===== config.mk =====
export PLATFORM = sky130hd
export DESIGN_NAME = int_prio_arbiter_flat
export DESIGN_NICKNAME = d
export VERILOG_FILES = /design/src/rtl/int_prio_arbiter_pkg.sv /design/src/rtl/int_prio_arbiter_if.sv /design/src/rtl/int_prio_arbiter_select.sv /design/src/rtl/int_prio_arbiter.sv /design/src/flat_wrapper.sv
export SDC_FILE = /design/constraint.sdc
export NUM_CORES = 1
export LEC_CHECK = 0
export CAP_MARGIN = 5
export CORE_MARGIN = 1
export CORE_UTILIZATION = 50
export CTS_BUF_LIST = sky130_fd_sc_hd__clkbuf_8
export DETAILED_ROUTE_END_ITERATION = 16
export GPL_TIMING_DRIVEN = 1
export PLACE_DENSITY_LB_ADDON = 0.15
export SKIP_LAST_GASP = 1
export SYNTH_ARGS = -nofsm -noshare
export SYNTH_HDL_FRONTEND = slang
export SYNTH_HIERARCHICAL = 1
export SYNTH_SLANG_ARGS = --single-unit

===== constraint.sdc =====
create_clock -name clk -period 24.5 [get_ports clk]
set_input_delay 3.675 -clock clk [delete_from_list [all_inputs] [get_ports clk]]
set_output_delay 3.675 -clock clk [all_outputs]
set_load 0.02 [all_outputs]

===== src/rtl/int_prio_arbiter_pkg.sv =====
// Shared types and constants for the interrupt priority arbiter.
package int_arb_pkg;

    localparam int NSRC_MAX   = 8;
    localparam int PRIO_W_DEF = 2;

    typedef enum logic [1:0] {
        IDLE,
        REQ,
        SERVICE
    } arb_state_e;

    localparam logic [2:0] REG_PEND     = 3'd0;
    localparam logic [2:0] REG_IE       = 3'd1;
    localparam logic [2:0] REG_PRIO_LO  = 3'd2;
    localparam logic [2:0] REG_PRIO_HI  = 3'd3;
    localparam logic [2:0] REG_CLAIM    = 3'd4;
    localparam logic [2:0] REG_COMPLETE = 3'd5;
    localparam logic [2:0] REG_LAT      = 3'd6;

endpackage


===== src/rtl/int_prio_arbiter_if.sv =====
// Wishbone-style register port of the interrupt arbiter.
interface int_prio_arbiter_if;
    logic       i_wb_cyc;
    logic [2:0] i_wb_adr;
    logic       i_wb_we;
    logic [7:0] i_wb_data;
    logic [7:0] o_wb_rdt;
    logic       o_wb_ack;

    modport master (
        output i_wb_cyc, i_wb_adr, i_wb_we, i_wb_data,
        input  o_wb_rdt, o_wb_ack
    );

    modport slave (
        input  i_wb_cyc, i_wb_adr, i_wb_we, i_wb_data,
        output o_wb_rdt, o_wb_ack
    );
endinterface


===== src/rtl/int_prio_arbiter_select.sv =====
// Combinational winner pick: highest priority among candidates, ties go to the lowest index.
module int_prio_select
    import int_arb_pkg::*;
#(
    parameter int NSRC   = NSRC_MAX,
    parameter int PRIO_W = PRIO_W_DEF
) (
    input  logic [NSRC-1:0]        cand,
    input  logic [NSRC*PRIO_W-1:0] prio,
    output logic [2:0]             win_id,
    output logic                   win_valid
);

    logic [PRIO_W-1:0] best;

    // Ascending scan with strict compare keeps the lowest index on a tie.
    always_comb begin
        win_valid = 1'b0;
        win_id    = '0;
        best      = '0;
        for (int i = 0; i < NSRC; i++) begin
            if (cand[i] && (!win_valid || prio[i*PRIO_W +: PRIO_W] > best)) begin
                win_valid = 1'b1;
                win_id    = 3'(i);
                best      = prio[i*PRIO_W +: PRIO_W];
            end
        end
    end

endmodule


===== src/rtl/int_prio_arbiter.sv =====
// Interrupt priority arbiter: edge-latched sources, IE mask, claim/complete sequencing.
// Optional REQ-latency counter enabled by defining INTARB_LATENCY_EN.
//   state   | meaning
//   IDLE    | no request presented
//   REQ     | irq high, irq_id tracks current winner
//   SERVICE | claimed, irq_id frozen, waiting for COMPLETE
module int_prio_arbiter
    import int_arb_pkg::*;
#(
    parameter int NSRC = NSRC_MAX
) (
    input  logic              clk,
    input  logic              rstn,
    input  logic [NSRC-1:0]   src,
    output logic              irq,
    output logic [2:0]        irq_id,
    input  logic              ins_ack,
    int_prio_arbiter_if.slave wb
);

    // Register layout packs four 2-bit priority fields per byte.
    localparam logic [15:0] PRIO_MASK = 16'((32'd1 << (PRIO_W_DEF*NSRC)) - 32'd1);

    logic [NSRC-1:0] prev_q, pend_q, pend_d, ie_q, prio_nz, cand, edge_det;
    logic [15:0]     prio_q;
    arb_state_e      state_q, state_d;
    logic            irq_d, claim, complete, wr, win_valid;
    logic [2:0]      irq_id_d, win_id;
    logic [7:0]      lat_rd;

    assign wr       = wb.i_wb_cyc & wb.i_wb_we & wb.o_wb_ack;
    assign complete = wr && (wb.i_wb_adr == REG_COMPLETE);
    assign edge_det = src & ~prev_q;

    always_comb begin
        prio_nz = '0;
        for (int i = 0; i < NSRC; i++)
            prio_nz[i] = |prio_q[PRIO_W_DEF*i +: PRIO_W_DEF];
    end

    assign cand = pend_q & ie_q & prio_nz;

    int_prio_select #(.NSRC(NSRC), .PRIO_W(PRIO_W_DEF)) u_sel (
        .cand      (cand),
        .prio      (prio_q[PRIO_W_DEF*NSRC-1:0]),
        .win_id    (win_id),
        .win_valid (win_valid)
    );

    // Clears first, then new edges OR in so a coincident edge always survives.
    always_comb begin
        pend_d = pend_q;
        if (wr && (wb.i_wb_adr == REG_PEND))
            pend_d = pend_d & ~wb.i_wb_data[NSRC-1:0];
        for (int i = 0; i < NSRC; i++)
            if (claim && (irq_id == 3'(i)))
                pend_d[i] = 1'b0;
        pend_d = pend_d | edge_det;
    end

    always_ff @(posedge clk or negedge rstn) begin
        if (!rstn) begin
            prev_q      <= '0;
            pend_q      <= '0;
            ie_q        <= '0;
            prio_q      <= '0;
            wb.o_wb_ack <= 1'b0;
        end else begin
            prev_q      <= src;
            pend_q      <= pend_d;
            wb.o_wb_ack <= wb.i_wb_cyc & ~wb.o_wb_ack;
            if (wr && (wb.i_wb_adr == REG_IE))
                ie_q <= wb.i_wb_data[NSRC-1:0];
            if (wr && (wb.i_wb_adr == REG_PRIO_LO))
                prio_q[7:0] <= wb.i_wb_data & PRIO_MASK[7:0];
            if (wr && (wb.i_wb_adr == REG_PRIO_HI))
                prio_q[15:8] <= wb.i_wb_data & PRIO_MASK[15:8];
        end
    end

    always_ff @(posedge clk or negedge rstn) begin
        if (!rstn) begin
            state_q <= IDLE;
            irq     <= 1'b0;
            irq_id  <= '0;
        end else begin
            state_q <= state_d;
            irq     <= irq_d;
            irq_id  <= irq_id_d;
        end
    end

    always_comb begin
        state_d  = state_q;
        irq_d    = irq;
        irq_id_d = irq_id;
        claim    = 1'b0;
        case (state_q)
            IDLE: begin
                if (win_valid) begin
                    state_d  = REQ;
                    irq_d    = 1'b1;
                    irq_id_d = win_id;
                end
            end
            REQ: begin
                if (ins_ack) begin
                    state_d = SERVICE;
                    irq_d   = 1'b0;
                    claim   = 1'b1;
                end else if (!win_valid) begin
                    state_d = IDLE;
                    irq_d   = 1'b0;
                end else begin
                    irq_id_d = win_id;
                end
            end
            SERVICE: begin
                if (complete)
                    state_d = IDLE;
            end
            default: state_d = IDLE;
        endcase
    end

`ifdef INTARB_LATENCY_EN
    logic [7:0] lat_cnt_q, lat_q;

    // Counter holds (cycles in REQ - 1); the claim cycle itself is added on latch.
    always_ff @(posedge clk or negedge rstn) begin
        if (!rstn) begin
            lat_cnt_q <= '0;
            lat_q     <= '0;
        end else begin
            if (state_q != REQ)
                lat_cnt_q <= '0;
            else if (lat_cnt_q != 8'hFF)
                lat_cnt_q <= lat_cnt_q + 8'd1;
            if (claim)
                lat_q <= (lat_cnt_q == 8'hFF) ? 8'hFF : lat_cnt_q + 8'd1;
        end
    end

    assign lat_rd = lat_q;
`else
    assign lat_rd = 8'h00;
`endif

    always_comb begin
        wb.o_wb_rdt = '0;
        case (wb.i_wb_adr)
            REG_PEND:    wb.o_wb_rdt = 8'(pend_q);
            REG_IE:      wb.o_wb_rdt = 8'(ie_q);
            REG_PRIO_LO: wb.o_wb_rdt = prio_q[7:0];
            REG_PRIO_HI: wb.o_wb_rdt = prio_q[15:8];
            REG_CLAIM:   wb.o_wb_rdt = {(state_q == SERVICE), 4'b0000, irq_id};
            REG_LAT:     wb.o_wb_rdt = lat_rd;
            default:     wb.o_wb_rdt = '0;
        endcase
    end

endmodule


===== src/flat_wrapper.sv =====
// flat-port wrapper written by rule: the top's interface ports become plain ports
module int_prio_arbiter_flat import int_arb_pkg::*;
#(
    parameter int NSRC = NSRC_MAX
)
  (clk, rstn, src, irq, irq_id, ins_ack, wb_i_wb_cyc, wb_i_wb_adr, wb_i_wb_we, wb_i_wb_data, wb_o_wb_rdt, wb_o_wb_ack);
  int_prio_arbiter_if wb_i ();
  input  logic clk;
  input  logic rstn;
  input  logic [NSRC-1:0] src;
  output logic irq;
  output logic [2:0] irq_id;
  input  logic ins_ack;
  input wire logic [$bits(wb_i.i_wb_cyc)-1:0] wb_i_wb_cyc;
  input wire logic [$bits(wb_i.i_wb_adr)-1:0] wb_i_wb_adr;
  input wire logic [$bits(wb_i.i_wb_we)-1:0] wb_i_wb_we;
  input wire logic [$bits(wb_i.i_wb_data)-1:0] wb_i_wb_data;
  output wire logic [$bits(wb_i.o_wb_rdt)-1:0] wb_o_wb_rdt;
  output wire logic [$bits(wb_i.o_wb_ack)-1:0] wb_o_wb_ack;
  assign wb_i.i_wb_cyc = wb_i_wb_cyc;
  assign wb_i.i_wb_adr = wb_i_wb_adr;
  assign wb_i.i_wb_we = wb_i_wb_we;
  assign wb_i.i_wb_data = wb_i_wb_data;
  assign wb_o_wb_rdt = wb_i.o_wb_rdt;
  assign wb_o_wb_ack = wb_i.o_wb_ack;
  int_prio_arbiter #(.NSRC(NSRC)) u_core (.clk(clk), .rstn(rstn), .src(src), .irq(irq), .irq_id(irq_id), .ins_ack(ins_ack), .wb(wb_i));
endmodule

==> results of run 1 <==
==> Yosys cell counts, types with 2 or more instances <==
| master | number |
|---|---|
| nor4b_1 | 8 |
| a21o_1 | 2 |
| mux2_2 | 30 |
| mux4_2 | 4 |
| o211a_1 | 9 |
| o22ai_1 | 11 |
| mux2i_1 | 2 |
| buf_4 | 3 |
| nand2_1 | 18 |
| a21oi_1 | 8 |
| inv_1 | 19 |
| o21ai_0 | 16 |
| o211ai_1 | 2 |
| nor2_1 | 11 |
| dfrtp_1 | 47 |
| and2_1 | 2 |
| ha_1 | 10 |
| nor2b_1 | 12 |
| a211oi_2 | 2 |
| nor2_8 | 2 |
| buf_2 | 2 |
| clkbuf_1 | 2 |
| nand2b_1 | 4 |
| nor3b_1 | 3 |
| a22oi_1 | 6 |
| o31ai_1 | 4 |
==> final timing paths <==
kind                                        from                end
worst max-delay path            u_core/prio_q[1]   u_core/irq_id[1]
worst min-delay path            u_core/prev_q[5]   u_core/pend_q[5]
worst max register to register  u_core/prio_q[1]   u_core/irq_id[1]
worst min register to register  u_core/prev_q[5]   u_core/pend_q[5]
max in group asynchronous                   rstn  u_core/prio_q[11]
min in group asynchronous                   rstn  u_core/state_q[1]
==> metrics by stage <==
stage               instances   util  cell area [µm²]  setup WS (ps)  total power, mW
finish                    380  0.614             3440          14840            0.244
floorplan                 274      -             2970          16000            0.168
global route              380  0.614             3440          14040            0.260
CTS                       380  0.614             3440          14880            0.245
global placement          374  0.601             3370          14940            0.198
detailed placement        374  0.601             3370          14880            0.201
==> area by class of cell <==
type,count,area (µm²),area share
Clock inverter,1,3.75,0.00109
Clock buffer,5,68.8,0.0200
Tap cell,72,90.1,0.0262
Timing Repair Buffer,37,363,0.105
Inverter,19,71.3,0.0207
Multi-Input combinational cell,199,1670,0.485
Sequential cell,47,1180,0.342
==> power by group <==
group | total [mW] | switching [mW] | internal, mW
Clock | 0.0437 | 0.0251 | 0.0187
Combinational | 0.0924 | 0.0468 | 0.0455
Sequential | 0.108 | 0.0173 | 0.0906
Total | 0.244 | 0.0892 | 0.155
==> cells by family after synthesis <==
logic type	count (synthesis)	synth area share
muxes	38	0.160
AOI/OAI and AO/OA	78	0.195
DFF	47	0.396
and+or+nand+nor	73	0.164
buffers and inverters	28	0.0425
adders and majority gates	10	0.0421
==> sequential cells by signal (all words and copies together) (netlist names) <==
| name | flops |
|---|---|
| u_core/prio_q | 16 |
| u_core/pend_q | 8 |
| u_core/ie_q | 8 |
| u_core/irq_id | 3 |
| u_core/wb.o_wb_ack | 1 |
| u_core/irq | 1 |
| u_core/state_q | 2 |
| u_core/prev_q | 8 |
==> metal layers <==
metal  routed length, µm  up-vias
li1                    -     1097
met1                3160     1167
met2                3330       84
met3                 414       13
met4                 171        0
met5                   0        -
==> flow_summary.toml, run 1 <==
[outcome]
status = "finished clean"

[floorplan]
dieWidth_um = 79.1
core_mm2 = 0.00561
start_util = 0.530
dieArea_mm2 = 0.00625
die_y_um = 79.1
io_pins = 37
rows = 27

[setup_path]
cp.required_ps = 24700
endpoint_kind = "register"
path_class = "reg -> reg"
crit_cells = 46
critPathArrivalTime_ps = 9860
slowest_delay_ps = 450
worstPathMaxFanout = 9
cpMaxStageDelayCell = "dfrtp_1"
reg2regPathDepth = 46
path_delay_family = "compound AO/OA/AOI/OAI gates"
path_common_cell = "ha_1"
path_buf_inv = 0
worstSetupStartpointType = "register"
r2r_slack_ps = 14840

[hold_path]
hold_path.class = "reg -> reg"
holdPathStages = 1

[grt]
grtUsageMet2 = 0.390
use_met3 = 0.0391
top_usage_layer = "met2"
grt_pass1_vias = 2279
grt_pass1_wl_mm = 11.9
grtUsageTotal = 0.253
antenna_found_initial = 0
grt_max_degree = 48
use_met1 = 0.355
gr-total-overflow = 0

[power]
p_leak_nw = 1.53
power.density_mw_per_mm2 = 70.9
ir_drop_mv = 0.0436

[cells_and_area]
drive_above_1_share = 0.188
layout_commonest_cell = "dfrtp_1"
final_cell_mix = "dfrtp_1, clkdlybuf4s50_1, mux2_2, inv_1, nand2_1"
antenna_cells = 0
area_growth_pct = 15.8
fin_nets = 343
n_fill_cell = 503

[route]
routed_wl_mm = 7.08
antenna_left = 0
wl_per_cell_um = 18.6
vias = 2361
drc_errors = 0
drtIter0Drc = 188
dr.pass1.iters = 4
vias_per_cell = 6.21

[synthesis]
synth_cells = 274
syn_nets = 308
synth_top_area_share = 0.396
async_flop_share = 1.00
synthFlopType = "dfrtp_1"
ys_seq_elements = 47
syn_area_mm2 = 0.00297
synthDistinctLibCells = 61
synth_area_leaders = "dfrtp_1, mux2_2, ha_1"
synth_top_cell_by_area = "dfrtp_1"
yosysWarnings = 6
ys_seq_area_frac = 0.396
synth-edff-count = 0
avgSynthCellArea_um2 = 10.8

[cts]
clk_pin_slew_ps = 90
post-cts-setup-buffer-count = 0
cts_tree = "yes"
htree_levels = 2
holdBufCountCts = 0
cts.path.max_buffers = 2
clock_sinks = 47
clock-root-buffer = "clkbuf_8"
cts_resized = 0
clk_latency_ps = 300
cts_buffers = 5

[timing]
timing.fmax_mhz = 104
worst_pin_slew_ps = 1040
slew_viol_final = 0
setup_viol = 0
slew_headroom = 0.308
whs_ps = 430
tns_ps = 0
hold_viol = 0
fin_worst_skew_ps = 7.38
rsz0062_at_grt = "false"
timing.final.crit_share = 0.394
min_period_ps = 9660

[place]
place_hpwl_mm = 5.19
port-buffer-count = 36
routabilityCongestion = 0.905

[run]
cap_viol_max_count = 0
Power figures use the tool's default switching activity.
==> run 2: changes to the inputs <==
Clock period 24.5 ns to 7.82 ns, I/O delays scaled along.
==> run 2 against run 1 <==
Effect of this change:
- the run now ends with setup timing left
- clock power rose to 3.7 times the previous value
- final area is 30% higher
- worst setup slack lost 15000 ps
- non-clock buffer count up 104
- first-iteration DRC count rose by 32%
- power grew to 4.1 times the previous value
- combinational power increased to 5.3 times the previous value
- routed wire length increased by 49%
- global-route usage grew 8.5 points
- hold slack better by 6.8 ps
- utilization is 18 points higher
- sequential share of layout area down 7.9 points
- critical endpoint is now u_core/irq_id[0]
- largest cell class unchanged
- largest power group is now combinational cells
==> flow_summary.toml, run 2 (same netlist as run 1, synthesis figures left out) <==
[outcome]
status = "finished with violations"
failed_checks = "setup timing"

[cts]
clk_latency_ps = 290
htree_levels = 2
cts_buffers = 5
holdBufCountCts = 0
clock_sinks = 47
clk_pin_slew_ps = 90
cts_tree = "yes"
clock-root-buffer = "clkbuf_8"
cts.path.max_buffers = 2

[power]
total_power_uw = 996
comb_power_share = 0.492
p_leak_nw = 2.07
power.density_mw_per_mm2 = 222
swShare = 0.366
power_frac_seq = 0.344
ir_drop_mv = 0.182
p_sw_uw = 364
p_int_uw = 632
p_clk_frac = 0.164

[timing]
timing.final.crit_share = 1.07
slew_viol_final = 0
slew_headroom = 0.299
worst_pin_slew_ps = 1050
hold_viol = 0
whs_ps = 437
min_period_ps = 8400
fin_ws_ps = -579
rsz0062_at_grt = "true"
setup_viol = 3
tns_ps = -1700
fin_worst_skew_ps = 6.70
timing.fmax_mhz = 119

[setup_path]
endpoint = "u_core/irq_id[0]"
slowest_delay_ps = 420
worstSetupStartpointType = "register"
critPathArrivalTime_ps = 8640
path_class = "reg -> reg"
cpMaxStageDelayCell = "dfrtp_2"
r2r-end = "u_core/irq_id[0]"
reg2regPathDepth = 60
cp-startpoint = "u_core/prio_q[1]"
r2r_start = "u_core/prio_q[1]"
endpoint_kind = "register"
worstPathMaxFanout = 3
cp.required_ps = 8060
path_common_cell = "buf_4"
r2r_slack_ps = -580

[cells_and_area]
largest_reg_flops = 16
layout_commonest_cell = "buf_4"
area_growth_pct = 50.7
largest_register = "u_core/prio_q"
final_cells = 486
final_cell_mix = "buf_4, dfrtp_1, clkdlybuf4s50_1, mux2_2, inv_1"
antenna_cells = 0
fin_nets = 447
design_area_mm2 = 0.00448
drive_above_1_share = 0.476
n_fill_cell = 350

[grt]
grt_pass1_vias = 2879
antenna_found_initial = 0
grt_max_degree = 48
grtUsageTotal = 0.337
grt_pass1_wl_mm = 15.5
gr-total-overflow = 0

[run]
cap_viol_max_count = 0

[hold_path]
holdPathStages = 1
hold_path.class = "reg -> reg"

[floorplan]
dieArea_mm2 = 0.00625
dieWidth_um = 79.1
core_mm2 = 0.00561
start_util = 0.530
die_y_um = 79.1
io_pins = 37
rows = 27

[route]
vias_per_cell = 6.12
drc_errors = 0
drtIter0Drc = 248
vias = 2976
antenna_left = 0
dr.pass1.iters = 4
routed_wl_mm = 10.6
wl_per_cell_um = 21.7

[place]
dpl_cell_area_mm2 = 0.00372
port-buffer-count = 36
post-place-cells = 404
routabilityCongestion = 0.922
place_hpwl_mm = 5.68
-- run 2: cell types whose count changed in the layout (fill, tap and decap cells not counted), sizes merged --
| cell | before | now |
|---|---|---|
| buf | 2 | 106 |
| clkinvlp | 0 | 1 |
| clkbuf | 5 | 7 |
| inv | 20 | 19 |
-- run 2: repair_timing --
item / in CTS / in global routing
buffers inserted: 68 / 9
gates resized for setup: 7 / 14
setup endpoints to repair: 3 / 3
pin swaps: 13 / 10
-- run 2: worst min-delay path by stage --
stage	start	endpoint	slack [ps]
floorplan	u_core/prev_q[0]	u_core/pend_q[0]	410
global placement	u_core/prev_q[4]	u_core/pend_q[4]	410
detailed placement	u_core/prev_q[6]	u_core/pend_q[6]	430
CTS	u_core/prev_q[2]	u_core/pend_q[2]	440
global route	u_core/prev_q[4]	u_core/pend_q[4]	450
finish	u_core/prev_q[2]	u_core/pend_q[2]	440
-- run 2: final cells by class --
class                           instances  area, µm²  area share
Sequential cell                        47       1180       0.263
Tap cell                               72       90.1      0.0201
Clock inverter                          1       7.51     0.00168
Multi-Input combinational cell        199       1890       0.421
Inverter                               19       71.3      0.0159
Timing Repair Buffer                  141       1150       0.256
Clock buffer                            7       96.3      0.0215
-- run 2: per-layer routing --
metal	wire (µm)	vias up	global-route usage
met5	0	-	0
met3	751	38	0.0529
met1	4280	1477	0.436
met2	5040	154	0.558
met4	499	0	0.147
li1	-	1307	-
-- run 2: power groups by stage --
stage               combinational (mW)  sequential (mW)  clock, mW
global placement                 0.347            0.340          0
CTS                              0.430            0.339      0.165
finish                           0.490            0.343      0.163
floorplan                        0.219            0.333          0
detailed placement               0.356            0.342          0
global route                     0.519            0.348      0.179
-- run 2: worst max-delay path: cells and delay by family (launching register included) --
| kind | cells | cell delay [ps] |
|---|---|---|
| buffers and inverters | 51 | 6470 |
| AO/OA/AOI/OAI | 5 | 830 |
| flip-flops | 1 | 420 |
| adder cells (fa/ha/maj) | 1 | 220 |
| AND/OR/NAND/NOR | 2 | 180 |
| multiplexers | 1 | 170 |
-- run 2: through the flow --
step	setup slack, ps	utilization
after CTS	-113	0.776
after global routing	-991	0.798
after global placement	-162	0.663
final	-579	0.798
after detailed placement	-324	0.663
after floorplan	-262	-
